`src/rtl/mem_arbiter.sv`:
```
// mem_arbiter: two-port round-robin arbiter sharing one synchronous memory, one transaction outstanding
// Ports:
//   i_clk, i_rst                        clock (rising edge), asynchronous active-high reset
//   i_req0_valid/addr, req0_ready       port0 fetch request (read only)
//   rsp0_valid, rsp0_rdata              port0 response pulse and held read data
//   i_req1_valid/addr/we/wdata/wstrb    port1 load/store request
//   req1_ready, rsp1_valid, rsp1_rdata  port1 handshake, response pulse and held read data
//   mem_en/we/addr/wdata/wstrb          memory strobe, driven only in the handshake cycle
//   i_mem_rdata                         memory read data, valid MEM_LAT cycles after mem_en
//   busy, owner                         transaction outstanding, port of current/last grant
module mem_arbiter #(
  parameter int ADDR_W  = 32,
  parameter int DATA_W  = 32,
  parameter int MEM_LAT = 1
) (
  input  logic                i_clk,
  input  logic                i_rst,
  input  logic                i_req0_valid,
  input  logic [ADDR_W-1:0]   i_req0_addr,
  output logic                req0_ready,
  output logic                rsp0_valid,
  output logic [DATA_W-1:0]   rsp0_rdata,
  input  logic                i_req1_valid,
  input  logic [ADDR_W-1:0]   i_req1_addr,
  input  logic                i_req1_we,
  input  logic [DATA_W-1:0]   i_req1_wdata,
  input  logic [DATA_W/8-1:0] i_req1_wstrb,
  output logic                req1_ready,
  output logic                rsp1_valid,
  output logic [DATA_W-1:0]   rsp1_rdata,
  output logic                mem_en,
  output logic                mem_we,
  output logic [ADDR_W-1:0]   mem_addr,
  output logic [DATA_W-1:0]   mem_wdata,
  output logic [DATA_W/8-1:0] mem_wstrb,
  input  logic [DATA_W-1:0]   i_mem_rdata,
  output logic                busy,
  output logic                owner
);
  if (MEM_LAT < 1 || MEM_LAT > 4) begin : g_bad_lat
    $error("mem_arbiter: MEM_LAT must be in 1..4");
  end
  if (DATA_W % 8 != 0) begin : g_bad_data
    $error("mem_arbiter: DATA_W must be a multiple of 8");
  end
  typedef enum logic [1:0] {S_IDLE, S_WAIT, S_RESP} state_t;
  localparam logic [1:0] LAT_INIT = 2'(MEM_LAT - 1);
  state_t state, state_nx;
  logic [1:0] lat_cnt;
  logic last_grant, wr, win, hs, last_wait;
  always_comb begin
    // on a tie the port that did not win last time goes first
    win = (i_req0_valid && i_req1_valid) ? ~last_grant : i_req1_valid;
    // reset gates the handshake so every output is 0 while i_rst is high
    hs = !i_rst && (i_req0_valid || i_req1_valid) && (state == S_IDLE || state == S_RESP);
    last_wait = state == S_WAIT && lat_cnt == 2'd0;
    state_nx = hs ? S_WAIT : (state == S_WAIT ? (last_wait ? S_RESP : S_WAIT) : S_IDLE);
    req0_ready = hs && !win;
    req1_ready = hs && win;
    mem_en = hs;
    mem_we = hs && win && i_req1_we;
    mem_addr = hs ? (win ? i_req1_addr : i_req0_addr) : '0;
    mem_wdata = (hs && win) ? i_req1_wdata : '0;
    mem_wstrb = (hs && win) ? i_req1_wstrb : '0;
    rsp0_valid = state == S_RESP && !owner;
    rsp1_valid = state == S_RESP && owner;
    busy = state != S_IDLE;
  end
  always_ff @(posedge i_clk or posedge i_rst)
    if (i_rst) state <= S_IDLE;
    else state <= state_nx;
  always_ff @(posedge i_clk or posedge i_rst) begin
    if (i_rst) begin
      lat_cnt <= 2'd0;
      owner <= 1'b0;
      last_grant <= 1'b1;
      wr <= 1'b0;
      rsp0_rdata <= '0;
      rsp1_rdata <= '0;
    end else begin
      if (hs) begin
        owner <= win;
        last_grant <= win;
        wr <= win && i_req1_we;
        lat_cnt <= LAT_INIT;
      end else if (state == S_WAIT && lat_cnt != 2'd0) begin
        lat_cnt <= lat_cnt - 2'd1;
      end
      if (last_wait && owner) rsp1_rdata <= wr ? '0 : i_mem_rdata;
      if (last_wait && !owner) rsp0_rdata <= i_mem_rdata;
    end
  end
endmodule

```
`config.mk`:
```
export PLATFORM = sky130hd
export DESIGN_NAME = mem_arbiter
export DESIGN_NICKNAME = d
export VERILOG_FILES = /design/src/rtl/mem_arbiter.sv
export SDC_FILE = /design/constraint.sdc
export NUM_CORES = 1
export LEC_CHECK = 0
export BUFFER_PORTS_ARGS = -buffer_cell sky130_fd_sc_hd__buf_2
export CORE_AREA = 4 4 105 107
export CTS_CLUSTER_SIZE = 25
export DETAILED_ROUTE_END_ITERATION = 12
export DIE_AREA = 0 0 109 111
export HOLD_SLACK_MARGIN = 0.12
export PLACE_DENSITY = 0.77
export SLEW_MARGIN = 20
export SYNTH_ARGS = -nofsm -noshare
export SYNTH_HDL_FRONTEND = slang
export SYNTH_SLANG_ARGS = --single-unit
```
`constraint.sdc`:
```
create_clock -name i_clk -period 3.7 [get_ports i_clk]
set_input_delay 0.925 -clock i_clk [delete_from_list [all_inputs] [get_ports i_clk]]
set_output_delay 0.925 -clock i_clk [all_outputs]
set_load 0.03 [all_outputs]
```
==> metrics.md <==
| Metric | Value |
|---|---|
| P_leak | slightly below 3 nW |
| Reg2reg setup slack | 1750 ps |
| Starting Density | 0.353 |
| Core area | 10,100 um2 |
| Most frequent cells after synthesis | dfrtp_1, and2_1, a22o_1, nand2_1, nand2b_1 |
| Hold Path Stages | 2 |
| Initial DRC count | 155 |
| WL/cell | 17.8 um |
| # Post-CTS Setup Buffers | 0 |
| Worst Path Class, Setup | in -> out |
| Max Fclk | 0.307 GHz |
| Vias per inst | 4.79 |
| Worst Tran Pin Value | 946 ps |
| Hold Crit Class | reg -> reg |
| Vias in the first global route | between 3k and 4k |
| Compound-Gate Fraction of Synth Area | 0.133 |
| Drc violations | 0 |
| Ports | around 280 |
| Die Span Y | 111 um |
| Synth Area in XOR/XNOR | 0.00245 |
| Crit-path cells | buf_2 -> nor2_1 -> and3_2 -> buf_12 -> a22o_1 -> buf_2 |
| Largest family of logic cells by synthesized area | simple AND/OR/NAND/NOR gates |
| RSZ-0062 raised after global routing | false |
| R2R depth | 6 |
| Min Tclk post-route | 3250 ps |
| CP Buf/Inv Count | 3 |
| Switching pwr | 0.00217 W |
| Share of layout cells above drive strength 1 | 0.568 |
| CP max stage delay | 420 ps |
| Status | completed |
| Via count | 3,492 |
| Row cnt | 37 |
| Initial antenna violation count | 4 |
| Power share of the clock group | 0.148 |
| Final HPWL DP | about 10 mm |
| Setup Viol. Count Final | 0 |
| FF+latch area | 1780 um2 |
| # hold bufs at CTS | 0 |
| Most frequent CP cell | buf_2 |
| Leading post-synthesis cells by cell area | dfrtp_1, mux2_4, a22o_1 |
| Final worst path period share | 0.879 |
| Syn avg cell area | around 11 um2 |
| Placed cells | 712 |
| Mapped Nets | between 400 and 500 |
| Post-synth ARST share | 1.00 |
| CP arrival | 2330 ps |
| Multi-input gate area | between 1500 and 2000 um2 |
| Cell family with most CP delay | simple AND/OR/NAND/NOR gates |
| CTS sink cnt | 71 |
| Worst R2R End | rsp0_rdata[29] |
| CTS tree | done |
| Final Net Count | 725 |
| Post-Synth Adder-Cell Area | 0.00350 |
| Max Buffers Root-to-Sink | 2 |
| RD Place Congestion | 0.944 |
| Fillcell total | 951 |
| RR Startpoint | lat_cnt[0] |
| Cells after Synth | ~320 |
| Hold Path Sink | rsp1_rdata[16] |
| Total global routing overflow | 0 |
| Critical Path Fanout Max | 39 |
| Syn Std Cell Area | 3580 um2 |
| Worst-path clk slew | 80 ps |
| Setup TNS | 0 ps |
| Max_cap viols | 0 |
| Total die area | 12,100 um2 |
| Post-synthesis register bit count | around 70 |
| Root Buffer Master | clkbuf_8 |
| Hold Fails Final Rpt | 0 |
| Sequential group share of total power | 0.304 |
| Slew Viols, Final | 0 |
| Pin count of the biggest net entering global routing | 72 |
| Internal | 0.00253 W |
| Worst Hold Margin | 480 ps |
| Simple-gate share of the synthesized area | 0.183 |
| Number of H-tree levels | 3 |
| Unique masters post-synth | 26 |
| Clock Latency Late Sink | roughly 340 ps |
| Final cell count without fillers | 729 |
| Post-synth EDFFs | 0 |
| First-pass DRT Iterations | 4 |
| Antenna-violating nets left | 0 |
| Post_cts resized | 0 |
| Cts bufs inserted | 9 |
| CP Data Required Time | 2770 ps |
| Yosys top cell by area | dfrtp_1 |
| Warnings from Yosys | 0 |
| Gr usage total | 0.211 |
| Clk_skew | 9.09 ps |
| Relative slew margins | 0.369 |
| Seq/Total Area, Yosys | 0.497 |
| Startpoint Class | input pin |
| Sw frac | 0.462 |
| First-pass GRT wire length | just under 20 mm |
| Pwr/cell area | 894 nW/um2 |
| # port buffers | 276 |
| Combinational share of power | 0.548 |
| Die width | between 100 and 150 um |
| Mux share of post-synthesis cell area | 0.132 |
| Peak supply drop | 379 uV |
| Area grow syn2layout | 47.0% |
| Critical Path Slowest Stage Cell | and3_2 |
| Top_reg_cell synth | dfrtp_1 |
| Yosys top cell area share | 0.490 |
| Critical Path Sink Type | primary output |
| Routed Wire Length | around 13 mm |
| Count leader, synth | dfrtp_1 |
| Hold Crit Start | rsp1_rdata[16] |
-- cell families after synthesis --
logic type                 after synthesis
adders and majority gates                1
muxes                                   32
and+or+nand+nor                        116
DFF                                     71
buffers and inverters                   29
xor gates and xnor gates                 1
AOI/OAI and AO/OA                       69
-- placed cells by master (no fill, tap or decap), types with 3 or more instances in the layout --
cell type and count:
buf_2 276, dfrtp_1 70, and2_1 37, nand2b_1 33
nand2_1 33, a22o_1 33, o21ai_0 32, mux2_4 30
clkbuf_8 10, buf_4 5, nor2_1 3, inv_1 3
-- registers in the layout, summed over array words and instances, names as in the netlist --
name / count
rsp0_rdata: 32
rsp1_rdata: 32
lat_cnt: 2
state: 2
last_grant: 1
owner: 1
wr: 1
-- metal layers --
metal,up-vias,track usage,share of wire
li1,1624,-,-
met3,31,0.0775,0.10
met2,179,0.385,0.52
met4,6,0.0859,0.041
met1,1652,0.211,0.33
met5,-,0,0.0022
-- power by group through the flow --
stage	registers (W)	logic, W	clock network, W
global route	0.00149	0.00274	0.000752
CTS	0.00143	0.00261	0.000720
floorplan	0.00208	0.00122	0
finish	0.00143	0.00258	0.000696
global placement	0.00143	0.00256	0
detailed placement	0.00144	0.00260	0
-- cell type report --
type                            count  area share
Clock inverter                      6      0.0176
Multi-Input combinational cell    219       0.309
Inverter                            4     0.00285
Sequential cell                    71       0.338
Clock buffer                       10      0.0262
Tap cell                          136      0.0324
Timing Repair Buffer              282       0.274
Antenna cell                        1    0.000476
-- stage by stage --
step | setup slack (ps) | instance area [um2] | power [W] | util
floorplan | 780 | 3580 | 0.00330 | -
global placement | 515 | 5030 | 0.00399 | 0.496
detailed placement | 433 | 5030 | 0.00404 | 0.496
CTS | 428 | 5260 | 0.00476 | 0.519
global route | 349 | 5260 | 0.00498 | 0.519
finish | 447 | 5260 | 0.00470 | 0.519
-- worst max-delay path by stage --
stage                     startpoint            to  cells past startpoint
after floorplan                i_rst  mem_addr[22]                      5
after global placement         i_rst  mem_addr[10]                      6
after detailed placement       i_rst  mem_addr[10]                      6
after CTS                      i_rst  mem_addr[10]                      6
after global routing           i_rst   mem_addr[2]                      6
final                          i_rst   mem_addr[9]                      6
-- worst reg2reg max path, delay by kind of cell (launching register included) --
kind	cells	cell delay, ps
buffers and inverters	2	540
multiplexers	1	420
flip-flops	1	400
AND/OR/NAND/NOR	2	310
adder cells (fa/ha/maj)	1	170
Power figures use the tool's default switching activity.
